**src/rtl/seven_seg_pkg.sv**
```systemverilog
// Shared definitions for the multiplexed seven-segment driver: glyphs, scan states
// and the nibble decode.
package seven_seg_pkg;

    // Active-high segment patterns, a in bit 6 down to g in bit 0.
    localparam logic [6:0] GLYPH_0 = 7'b1111110;
    localparam logic [6:0] GLYPH_1 = 7'b0110000;
    localparam logic [6:0] GLYPH_2 = 7'b1101101;
    localparam logic [6:0] GLYPH_3 = 7'b1111001;
    localparam logic [6:0] GLYPH_4 = 7'b0110011;
    localparam logic [6:0] GLYPH_5 = 7'b1011011;
    localparam logic [6:0] GLYPH_6 = 7'b1011111;
    localparam logic [6:0] GLYPH_7 = 7'b1110000;
    localparam logic [6:0] GLYPH_8 = 7'b1111111;
    localparam logic [6:0] GLYPH_9 = 7'b1111011;
    localparam logic [6:0] GLYPH_A = 7'b1110111;
    localparam logic [6:0] GLYPH_B = 7'b0011111;
    localparam logic [6:0] GLYPH_C = 7'b1001110;
    localparam logic [6:0] GLYPH_D = 7'b0111101;
    localparam logic [6:0] GLYPH_E = 7'b1001111;
    localparam logic [6:0] GLYPH_F = 7'b1000111;

    localparam logic [6:0] SEG_OFF = 7'b0000000;

    typedef enum logic [1:0] {
        ST_OFF   = 2'd0,
        ST_GUARD = 2'd1,
        ST_DRIVE = 2'd2
    } state_e;

    function automatic logic [6:0] hex_to_seg(input logic [3:0] nib);
        case (nib)
            4'h0:    return GLYPH_0;
            4'h1:    return GLYPH_1;
            4'h2:    return GLYPH_2;
            4'h3:    return GLYPH_3;
            4'h4:    return GLYPH_4;
            4'h5:    return GLYPH_5;
            4'h6:    return GLYPH_6;
            4'h7:    return GLYPH_7;
            4'h8:    return GLYPH_8;
            4'h9:    return GLYPH_9;
            4'hA:    return GLYPH_A;
            4'hB:    return GLYPH_B;
            4'hC:    return GLYPH_C;
            4'hD:    return GLYPH_D;
            4'hE:    return GLYPH_E;
            default: return GLYPH_F;
        endcase
    endfunction

endpackage

```
**src/rtl/seven_seg_mux_driver_if.sv**
```systemverilog
// Datapath-to-display bundle: value/strobe inputs towards the driver, pin-level
// scan outputs back.
interface seven_seg_mux_driver_if #(
    parameter int NUM_DIGITS = 4,
    parameter int IDX_W      = (NUM_DIGITS > 1) ? $clog2(NUM_DIGITS) : 1
);
    logic                    enable;
    logic                    load;
    logic [4*NUM_DIGITS-1:0] value;
    logic [NUM_DIGITS-1:0]   dp_in;
    logic [NUM_DIGITS-1:0]   blank_in;
    logic [6:0]              seg;
    logic                    dp;
    logic [NUM_DIGITS-1:0]   an;
    logic [IDX_W-1:0]        digit_idx;
    logic                    frame_tick;

    modport master (
        output enable, load, value, dp_in, blank_in,
        input  seg, dp, an, digit_idx, frame_tick
    );

    modport slave (
        input  enable, load, value, dp_in, blank_in,
        output seg, dp, an, digit_idx, frame_tick
    );
endinterface

```
**src/rtl/seg7_glyph_rom.sv**
```systemverilog
// Combinational hex nibble to active-high segment pattern.
module seg7_glyph_rom
    import seven_seg_pkg::*;
(
    input  logic [3:0] nibble_i,
    output logic [6:0] seg_o
);
    assign seg_o = hex_to_seg(nibble_i);
endmodule

```
**src/rtl/seven_seg_mux_driver.sv**
```systemverilog
// Time-multiplexed N-digit seven-segment scanner with a frame-synchronous shadow
// buffer, guard interval, per-digit dp/blank and optional leading-zero blanking.
module seven_seg_mux_driver
    import seven_seg_pkg::*;
#(
    parameter int NUM_DIGITS     = 4,
    parameter int REFRESH_DIV    = 50000,
    parameter int GUARD_CYCLES   = 500,
    parameter int SEG_ACTIVE_LOW = 0,
    parameter int AN_ACTIVE_LOW  = 1,
    parameter int LZ_BLANK       = 0
) (
    input  logic                  clk,
    input  logic                  rst,
    seven_seg_mux_driver_if.slave bus
);
    localparam int IDX_W = (NUM_DIGITS > 1) ? $clog2(NUM_DIGITS) : 1;
    localparam int CNT_W = $clog2(REFRESH_DIV);
    localparam logic [CNT_W-1:0]      CNT_LAST  = CNT_W'(REFRESH_DIV - 1);
    localparam logic [CNT_W-1:0]      GUARD_CMP = CNT_W'(GUARD_CYCLES);
    localparam logic [IDX_W-1:0]      IDX_LAST  = IDX_W'(NUM_DIGITS - 1);
    localparam logic [NUM_DIGITS-1:0] AN_OFF    = (AN_ACTIVE_LOW != 0) ? '1 : '0;
    localparam logic                  SEG_INV   = (SEG_ACTIVE_LOW != 0);

    state_e                  state_q, state_d;
    logic [CNT_W-1:0]        cnt_q, cnt_d;
    logic [IDX_W-1:0]        idx_q, idx_d;
    logic                    wrap;
    logic [4*NUM_DIGITS-1:0] disp_val_q, sh_val_q;
    logic [NUM_DIGITS-1:0]   disp_dp_q, sh_dp_q, disp_blank_q, sh_blank_q;
    logic                    pending_q;
    logic [NUM_DIGITS-1:0]   an_q, an_d, sel_oh, dark;
    logic [6:0]              seg_q, seg_d, glyph;
    logic                    dp_q, dp_d, frame_tick_q;
    logic [3:0]              cur_nib;
    logic                    cur_dp, cur_dark, lz_run, show;

    always_comb begin
        cnt_d = cnt_q;
        idx_d = idx_q;
        wrap  = 1'b0;
        if (!bus.enable || state_q == ST_OFF) begin
            cnt_d = '0;
            idx_d = '0;
        end else if (cnt_q == CNT_LAST) begin
            cnt_d = '0;
            if (idx_q == IDX_LAST) begin
                idx_d = '0;
                wrap  = 1'b1;
            end else begin
                idx_d = idx_q + IDX_W'(1);
            end
        end else begin
            cnt_d = cnt_q + CNT_W'(1);
        end
    end

    assign state_d = !bus.enable ? ST_OFF : ((cnt_d < GUARD_CMP) ? ST_GUARD : ST_DRIVE);

    // A digit is leading-zero dark when it and every more-significant nibble are 0.
    always_comb begin
        cur_nib  = '0;
        cur_dp   = 1'b0;
        cur_dark = 1'b0;
        sel_oh   = '0;
        dark     = '0;
        lz_run   = 1'b1;
        for (int i = NUM_DIGITS - 1; i >= 0; i--) begin
            lz_run  = lz_run & (disp_val_q[4*i +: 4] == 4'h0);
            dark[i] = disp_blank_q[i] | ((LZ_BLANK != 0) && (i > 0) && lz_run);
        end
        for (int i = 0; i < NUM_DIGITS; i++) begin
            if (idx_q == IDX_W'(i)) begin
                sel_oh[i] = 1'b1;
                cur_nib   = disp_val_q[4*i +: 4];
                cur_dp    = disp_dp_q[i];
                cur_dark  = dark[i];
            end
        end
    end

    seg7_glyph_rom u_glyph_rom (
        .nibble_i (cur_nib),
        .seg_o    (glyph)
    );

    assign show  = (state_q == ST_DRIVE) && !cur_dark;
    assign an_d  = show ? (AN_OFF ^ sel_oh) : AN_OFF;
    assign seg_d = (show ? glyph : SEG_OFF) ^ {7{SEG_INV}};
    assign dp_d  = (show & cur_dp) ^ SEG_INV;

    always_ff @(posedge clk) begin
        if (rst) begin
            state_q      <= ST_OFF;
            cnt_q        <= '0;
            idx_q        <= '0;
            disp_val_q   <= '0;
            disp_dp_q    <= '0;
            disp_blank_q <= '0;
            sh_val_q     <= '0;
            sh_dp_q      <= '0;
            sh_blank_q   <= '0;
            pending_q    <= 1'b0;
            an_q         <= AN_OFF;
            seg_q        <= SEG_OFF ^ {7{SEG_INV}};
            dp_q         <= SEG_INV;
            frame_tick_q <= 1'b0;
        end else begin
            state_q      <= state_d;
            cnt_q        <= cnt_d;
            idx_q        <= idx_d;
            an_q         <= an_d;
            seg_q        <= seg_d;
            dp_q         <= dp_d;
            frame_tick_q <= wrap;
            // While dark there is nothing to tear, so loads bypass the shadow.
            if (bus.load && state_q == ST_OFF) begin
                disp_val_q   <= bus.value;
                disp_dp_q    <= bus.dp_in;
                disp_blank_q <= bus.blank_in;
            end else if (wrap) begin
                pending_q <= 1'b0;
                if (bus.load) begin
                    disp_val_q   <= bus.value;
                    disp_dp_q    <= bus.dp_in;
                    disp_blank_q <= bus.blank_in;
                    sh_val_q     <= bus.value;
                    sh_dp_q      <= bus.dp_in;
                    sh_blank_q   <= bus.blank_in;
                end else if (pending_q) begin
                    disp_val_q   <= sh_val_q;
                    disp_dp_q    <= sh_dp_q;
                    disp_blank_q <= sh_blank_q;
                end
            end else if (bus.load) begin
                sh_val_q   <= bus.value;
                sh_dp_q    <= bus.dp_in;
                sh_blank_q <= bus.blank_in;
                pending_q  <= 1'b1;
            end
        end
    end

    assign bus.an         = an_q;
    assign bus.seg        = seg_q;
    assign bus.dp         = dp_q;
    assign bus.digit_idx  = idx_q;
    assign bus.frame_tick = frame_tick_q;

endmodule

```
**src/flat_wrapper.sv**
```systemverilog
// flat-port wrapper written by rule: the top's interface ports become plain ports
module seven_seg_mux_driver_flat import seven_seg_pkg::*;
#(
    parameter int NUM_DIGITS     = 4,
    parameter int REFRESH_DIV    = 50000,
    parameter int GUARD_CYCLES   = 500,
    parameter int SEG_ACTIVE_LOW = 0,
    parameter int AN_ACTIVE_LOW  = 1,
    parameter int LZ_BLANK       = 0
)
  (clk, rst, bus_enable, bus_load, bus_value, bus_dp_in, bus_blank_in, bus_seg, bus_dp, bus_an, bus_digit_idx, bus_frame_tick);
  seven_seg_mux_driver_if #(.NUM_DIGITS(NUM_DIGITS)) bus_i ();
  input  logic clk;
  input  logic rst;
  input wire logic [$bits(bus_i.enable)-1:0] bus_enable;
  input wire logic [$bits(bus_i.load)-1:0] bus_load;
  input wire logic [$bits(bus_i.value)-1:0] bus_value;
  input wire logic [$bits(bus_i.dp_in)-1:0] bus_dp_in;
  input wire logic [$bits(bus_i.blank_in)-1:0] bus_blank_in;
  output wire logic [$bits(bus_i.seg)-1:0] bus_seg;
  output wire logic [$bits(bus_i.dp)-1:0] bus_dp;
  output wire logic [$bits(bus_i.an)-1:0] bus_an;
  output wire logic [$bits(bus_i.digit_idx)-1:0] bus_digit_idx;
  output wire logic [$bits(bus_i.frame_tick)-1:0] bus_frame_tick;
  assign bus_i.enable = bus_enable;
  assign bus_i.load = bus_load;
  assign bus_i.value = bus_value;
  assign bus_i.dp_in = bus_dp_in;
  assign bus_i.blank_in = bus_blank_in;
  assign bus_seg = bus_i.seg;
  assign bus_dp = bus_i.dp;
  assign bus_an = bus_i.an;
  assign bus_digit_idx = bus_i.digit_idx;
  assign bus_frame_tick = bus_i.frame_tick;
  seven_seg_mux_driver #(.NUM_DIGITS(NUM_DIGITS), .REFRESH_DIV(REFRESH_DIV), .GUARD_CYCLES(GUARD_CYCLES), .SEG_ACTIVE_LOW(SEG_ACTIVE_LOW), .AN_ACTIVE_LOW(AN_ACTIVE_LOW), .LZ_BLANK(LZ_BLANK)) u_core (.clk(clk), .rst(rst), .bus(bus_i));
endmodule
```
**config.mk**
```make
export PLATFORM = sky130hd
export DESIGN_NAME = seven_seg_mux_driver_flat
export DESIGN_NICKNAME = d
export VERILOG_FILES = /design/src/rtl/seven_seg_pkg.sv /design/src/rtl/seven_seg_mux_driver_if.sv /design/src/rtl/seg7_glyph_rom.sv /design/src/rtl/seven_seg_mux_driver.sv /design/src/flat_wrapper.sv
export SDC_FILE = /design/constraint.sdc
export NUM_CORES = 1
export LEC_CHECK = 0
export CAP_MARGIN = 20
export CORE_ASPECT_RATIO = 0.75
export CORE_MARGIN = 2
export CORE_UTILIZATION = 45
export CTS_CLUSTER_DIAMETER = 40
export DETAILED_ROUTE_END_ITERATION = 16
export PLACE_DENSITY = 0.68
export REMOVE_ABC_BUFFERS = 1
export SYNTH_ARGS = -nofsm -noshare
export SYNTH_HDL_FRONTEND = slang
export SYNTH_SLANG_ARGS = --single-unit
```
**constraint.sdc**
```tcl
create_clock -name clk -period 3.56 [get_ports clk]
set_input_delay 0.89 -clock clk [delete_from_list [all_inputs] [get_ports clk]]
set_output_delay 0.89 -clock clk [all_outputs]
set_load 0.005 [all_outputs]
```
==> flow_summary.toml <==
[placement]
place_hpwl_um = 5890
dp_slack_ns = 0.663
portBuffers = 42
place_congestion = 0.936

[final_layout]
nNetsFinal = 525
syn2layout_area_growth_pct = 18.9
final_layout_size_suffix_gt1_frac = 0.0694
diodes = 0

[timing]
period_share = 0.841
fin_ws_ns = 0.564
tightest_slew_ns = 0.777
max_freq_ghz = 0.334
slew_headroom = 0.481
finalSetupViolCount = 0
finalMaxSlewViolations = 0
period_minus_slack_ns = 3.00
tns_ns = 0
clock_skew_ns = 0.00411
hold_viol = 0
rsz0062_at_grt = "no"

[grt]
grt_max_degree = 49
top_usage_layer = "met2"
grt_util_met2 = 0.277
use_met3 = 0.0477
grt.total_usage = 0.186
overflow = 0
grt_pass1_wl_um = 14200
use_met1 = 0.255
grt_pass1_vias = 3012
antenna_found_initial = 0

[synthesis]
ys_ff_latch = 82
async_flop_share = 0
synth_top_area_frac = 0.422
synth_flop_cell = "dfxtp_1"
yosys.area.top_type = "dfxtp_1"
syn_inst = 459
synth_area_mm2 = 0.00389
ys_warn_count = 0
synth_edf_count = 0
yosysSeqAreaShare = 0.422
synth_area_leaders = "dfxtp_1, a21oi_1, nand2_1, o21a_1, ha_1"
synth.distinct_cells = 53
synth.avg_cell_area_um2 = 8.48

[status]
outcome = "finished, final reports clean"

[cts]
clock_sinks = 82
cts_buffers = 9
htree_num_levels = 3
clockRootBuffer = "clkbuf_16"
cts_tree = "built"
cts_resized = 0
clkLatencyLatePin_ns = 0.34
path_clk_slew_ns = 0.06
postCtsHoldBufs = 0
post_cts_buffers = 0
clockBufferDepth = 2

[power_and_ir_drop]
p_leak_nw = 1.69
power.density_mw_per_mm2 = 438
ir_worst_vdd_mv = 0.353

[run]
cap_violations = 0

[critical_path]
cp.arrival_ns = 3.23
crit_type = "reg2reg"
cp-start-kind = "flip-flop"
cp-end-kind = "flip-flop"
path_max_fanout = 13
crit_required_ns = 3.79

[routing]
drt_first_pass_iters = 4
drt-total-wl_um = 8380
drt_iter0_drc = 214
ant_nets = 0
dr_total_vias = 3252
avgViaCountPerCell = 5.44
drc_errors = 0
routedWlPerCell_um = 14.0

[die]
dieHeight_um = 84.5
die_w_um = 111
core-area_mm2 = 0.00842
die-area_mm2 = 0.00942
rows = 29
start_util = 0.462
ios = 43

[hold_path]
hold_path_class = "reg2reg"
## Yosys cell counts (3+ instances only)
library cell / number
a21oi_1: 61
a221oi_1: 5
and2_1: 4
and3_1: 3
buf_2: 12
clkbuf_1: 18
dfxtp_1: 82
ha_1: 12
inv_1: 16
mux2i_1: 6
nand2_1: 71
nand3_1: 6
nand3b_1: 5
nand4_1: 7
nor2_1: 30
nor2b_1: 3
nor3_1: 7
o21a_1: 26
o21ai_0: 5
o22ai_1: 24
or2_2: 3
xnor2_1: 11
xor2_1: 6
## metal layers
layer	vias to the layer above	routed length, µm	share of wire
met5	-	0	0
met4	0	195	0.023
met3	20	432	0.052
met2	75	3580	0.43
met1	1497	4180	0.50
li1	1660	-	-
## placed cells by master (no fill, tap or decap), drive strengths merged, types with 2 or more instances in the layout
| cell type | instances |
|---|---|
| a211oi | 2 |
| nand3b | 5 |
| nand3 | 6 |
| xnor2 | 11 |
| o211a | 2 |
| and3 | 3 |
| clkdlybuf4s50 | 42 |
| a221oi | 6 |
| o21a | 26 |
| nor2b | 3 |
| nand2 | 71 |
| or2 | 3 |
| a21oi | 61 |
| or4 | 2 |
| a22oi | 2 |
| nand4 | 8 |
| buf | 5 |
| dfxtp | 82 |
| clkinvlp | 3 |
| o21ai | 6 |
| xor2 | 6 |
| o211ai | 2 |
| inv | 16 |
| o22ai | 24 |
| clkbuf | 13 |
| a21boi | 2 |
| nor2 | 30 |
| nor4 | 3 |
| ha | 12 |
| and2 | 4 |
| nor3 | 7 |
| mux2i | 6 |
## cell type report
cell class              count  area, µm²
clock buffers              13        270
clock inverters             3       22.5
fillers                   823       3790
inverters                  17       63.8
multi-input cells         328       2040
flip-flops and latches     82       1640
well taps                 108        135
repair buffers             47        458
## sequential cells by signal, summed over array words and instances, names as in the netlist
signal                 cells
u_core.bus.seg             7
u_core.bus.dp              1
u_core.bus.digit_idx       2
u_core.disp_val_q         16
u_core.cnt_q              16
u_core.sh_val_q           16
u_core.pending_q           1
u_core.state_q             2
u_core.sh_blank_q          4
u_core.bus.frame_tick      1
u_core.disp_dp_q           4
u_core.bus.an              4
u_core.sh_dp_q             4
u_core.dark                4
## through the flow
step,cell area (µm²),utilization,power [mW],cells,hold WS [ns]
finish,4630,0.550,2.03,598,0.453
global placement,4340,0.515,1.16,582,0.442
global route,4630,0.550,2.12,598,0.470
CTS,4630,0.550,2.06,598,0.455
floorplan,3740,-,1.09,427,0.430
detailed placement,4340,0.515,1.17,582,0.447
## report_power, final
group	internal, mW	switching [mW]
logic	0.0853	0.0936
clock network	0.529	0.353
registers	0.950	0.0175
total	1.56	0.465
## critical path, stage by stage, from the launching register on
cell	delay, ns
dfxtp_1	0.43
inv_1	0.09
ha_1	0.39
a21oi_1	0.19
o21ai_0	0.10
a22oi_1	0.57
inv_1	0.21
ha_1	0.28
o21ai_0	0.10
a21bo_2	0.26
a221oi_1	0.25
## path summary, 6_finish.rpt
check | startpoint | end | slack [ns] | cells past startpoint
max | u_core.bus.digit_idx[0] | u_core.bus.seg[0] | 0.56 | 10
min | u_core.sh_blank_q[0] | u_core.sh_blank_q[0] | 0.45 | 2
max reg2reg | u_core.bus.digit_idx[0] | u_core.bus.seg[0] | 0.56 | 10
min reg2reg | u_core.sh_blank_q[0] | u_core.sh_blank_q[0] | 0.45 | 2
## logic make-up after synthesis
| kind of cell | share of synthesized area |
|---|---|
| AOI/OAI and AO/OA | 0.243 |
| muxes | 0.0183 |
| xor gates and xnor gates | 0.0383 |
| and+or+nand+nor | 0.185 |
| adders and majority gates | 0.0386 |
| buffers and inverters | 0.0550 |
| DFF | 0.422 |
No activity file was read; power rests on OpenSTA's default activity.
==> variant: new RTL, same settings <==
`REFRESH_DIV` is set to 50000 in 2 places; all go to 12500.
--- a/src/rtl/seven_seg_mux_driver.sv
+++ b/src/rtl/seven_seg_mux_driver.sv
@@ -6,3 +6,3 @@
     parameter int NUM_DIGITS     = 4,
-    parameter int REFRESH_DIV    = 50000,
+    parameter int REFRESH_DIV    = 12500,
     parameter int GUARD_CYCLES   = 500,
--- a/src/flat_wrapper.sv
+++ b/src/flat_wrapper.sv
@@ -4,3 +4,3 @@
     parameter int NUM_DIGITS     = 4,
-    parameter int REFRESH_DIV    = 50000,
+    parameter int REFRESH_DIV    = 12500,
     parameter int GUARD_CYCLES   = 500,
Check against the original RTL: no difference found for any inputs over 10 cycles, from zero or initial values and one cycle with rst high; that may be too few to reach the edited logic, so the function may still have changed.
==> variant against the original RTL <==
Cell area fell by 2.1%; routed wire length rose by 8.9%; cell count fell by 0.84%; total power fell by 1.1%; setup slack improved by 330 ps; clock skew rose by 2.1 ps; sequential cell count fell by 2; synthesized area fell by 2.0%; largest power group unchanged; highest routed layer unchanged.
==> variant: results (changes against the original RTL) <==
synth.distinct_cells: 56  # +5.7%
clkTransAtPathRegs_ps: 60  # about the same
reg.largest.list: "u_core.disp_val_q x16, u_core.sh_val_q x16, u_core.cnt_q x14"
crit_type: "reg -> reg"
vias: 3280  # +0.86%
crit_path_end: "u_core.bus.seg[5]"
worst_pin_slew_ps: 923  # +146 ps
insertion_delay_ps: 340  # about the same
async_flop_share: 0  # unchanged
grt_max_degree: 52  # +6.1%
vdd_ir_drop_max_v: 0.000265  # -25%
timing.rr.start: "u_core.bus.digit_idx[0]"
antenna_found_initial: 0  # unchanged
finalClockSkew_ps: 6.17  # +2.06 ps
leakagePower_nw: 1.65  # -2.1%
grt_use_total: 0.218  # +0.0323
grt_first_pass_wirelength_um: 15700  # +11%
routedWlPerCell_um: 15.4  # +9.8%
num-nets-final: 520  # -0.95%
status: "completed"
globalplace.congestion: 0.883  # -5.6%
antennaDiodeCount: 0  # unchanged
hpwlAfterDp_um: 6150  # +4.3%
drtIter0Drc: 214  # unchanged
dr.pass1.iters: 4  # unchanged
clockBufferDepth: 2  # unchanged
cts_root_buf: "clkbuf_16"
r2r_slack_ps: 890  # +330 ps
yosys-top-cells-count: "dfxtp_1, nand2_1, a21oi_1"
holdCritPathClass: "reg -> reg"
avgSynthCellArea_sq_um: 8.42  # -0.73%
reg2reg_depth: 8  # -2
cts_resized: 0  # unchanged
cts_setup_buffers: 0  # unchanged
cp.arrival_ps: 2860  # -370 ps
numPortBuffers: 42  # unchanged
cell_internal_pwr_w: 0.00154  # -1.5%
num-fill-cells: 795  # -3.4%
synth.area.top_cells: "dfxtp_1, a21oi_1, nand2_1"
htree_levels: 3  # unchanged
final_layout_size_suffix_gt1_frac: 0.0722  # +0.00278
yosysSeqAreaShare: 0.420  # -0.00178
yosysWarnings: 0  # unchanged
numCtsBuffers: 9  # unchanged
dp_cells: 577  # -0.86%
stdcell_count: 593  # -0.84%
cp_max_fo: 20  # +7
## variant: changes by cell type after synthesis, moves of 3 or more
cell / before / now
nand2_1: 71 / 76
a221oi_1: 5 / 1
nand2b_1: 0 / 3
buf_2: 12 / 7
xnor2_1: 11 / 3
a21oi_1: 61 / 67
o21ai_0: 5 / 10
buf_4: 0 / 3
nor2_1: 30 / 23
nand4_1: 7 / 3
## variant: worst max-delay path: stages (launching register included)
cell and delay [ps]:
dfxtp_1 420, ha_1 700, a21oi_1 80, a22oi_1 470, inv_1 200, ha_1 350, nand3_1 110, o21ai_0 100
a21oi_1 90
## variant: logic make-up after synthesis
kind of cell               count (synthesis)  share of synthesized area
muxes                                      5                     0.0135
AOI/OAI and AO/OA                        151                      0.250
xor gates and xnor gates                  11                     0.0253
and+or+nand+nor                          146                      0.192
buffers and inverters                     48                     0.0604
adders and majority gates                 12                     0.0394
DFF                                       80                      0.420
## variant: power groups by stage
stage	combinational (W)	sequential (W)	clock (W)
final	0.000183	0.000946	0.000878
after detailed placement	0.000181	0.000965	0
after floorplan	0.000106	0.000960	0
after CTS	0.000182	0.000945	0.000907
after global placement	0.000176	0.000964	0
after global routing	0.000206	0.000948	0.000937
## variant: through the flow
stage	util	worst slack (ps)	instance area [sq um]	total power, W
floorplan	-	1110	3640	0.00107
global placement	0.509	916	4240	0.00114
detailed placement	0.509	881	4240	0.00115
CTS	0.543	913	4530	0.00203
global route	0.543	584	4530	0.00209
finish	0.543	892	4530	0.00201
## variant: metal layers
layer | routed length (um) | GRT usage | up-vias | share of wire
li1 | - | - | 1646 | -
met1 | 4410 | 0.303 | 1553 | 0.48
met2 | 4150 | 0.328 | 72 | 0.45
met3 | 481 | 0.0585 | 9 | 0.053
met4 | 89 | 0.0682 | 0 | 0.0098
met5 | 0 | 0 | - | 0
## variant: how the worst min path moves through the flow
stage / startpoint / end / slack, ps / cells after the start
detailed placement: u_core.sh_val_q[11] / u_core.sh_val_q[11] / 450 / 2
global route: u_core.sh_blank_q[0] / u_core.sh_blank_q[0] / 480 / 2
floorplan: u_core.sh_blank_q[0] / u_core.sh_blank_q[0] / 430 / 2
finish: u_core.sh_val_q[13] / u_core.sh_val_q[13] / 460 / 2
global placement: u_core.disp_val_q[10] / u_core.disp_val_q[10] / 440 / 1
CTS: u_core.sh_val_q[11] / u_core.sh_val_q[11] / 460 / 2
## variant: final cells by class
class / instances / area share
clock buffer: 14 / 0.0605
timing repair buffer: 48 / 0.103
sequential: 80 / 0.353
inverter: 16 / 0.0133
tap: 108 / 0.0298
clock inverter: 2 / 0.00276
multi-input combinational: 325 / 0.437
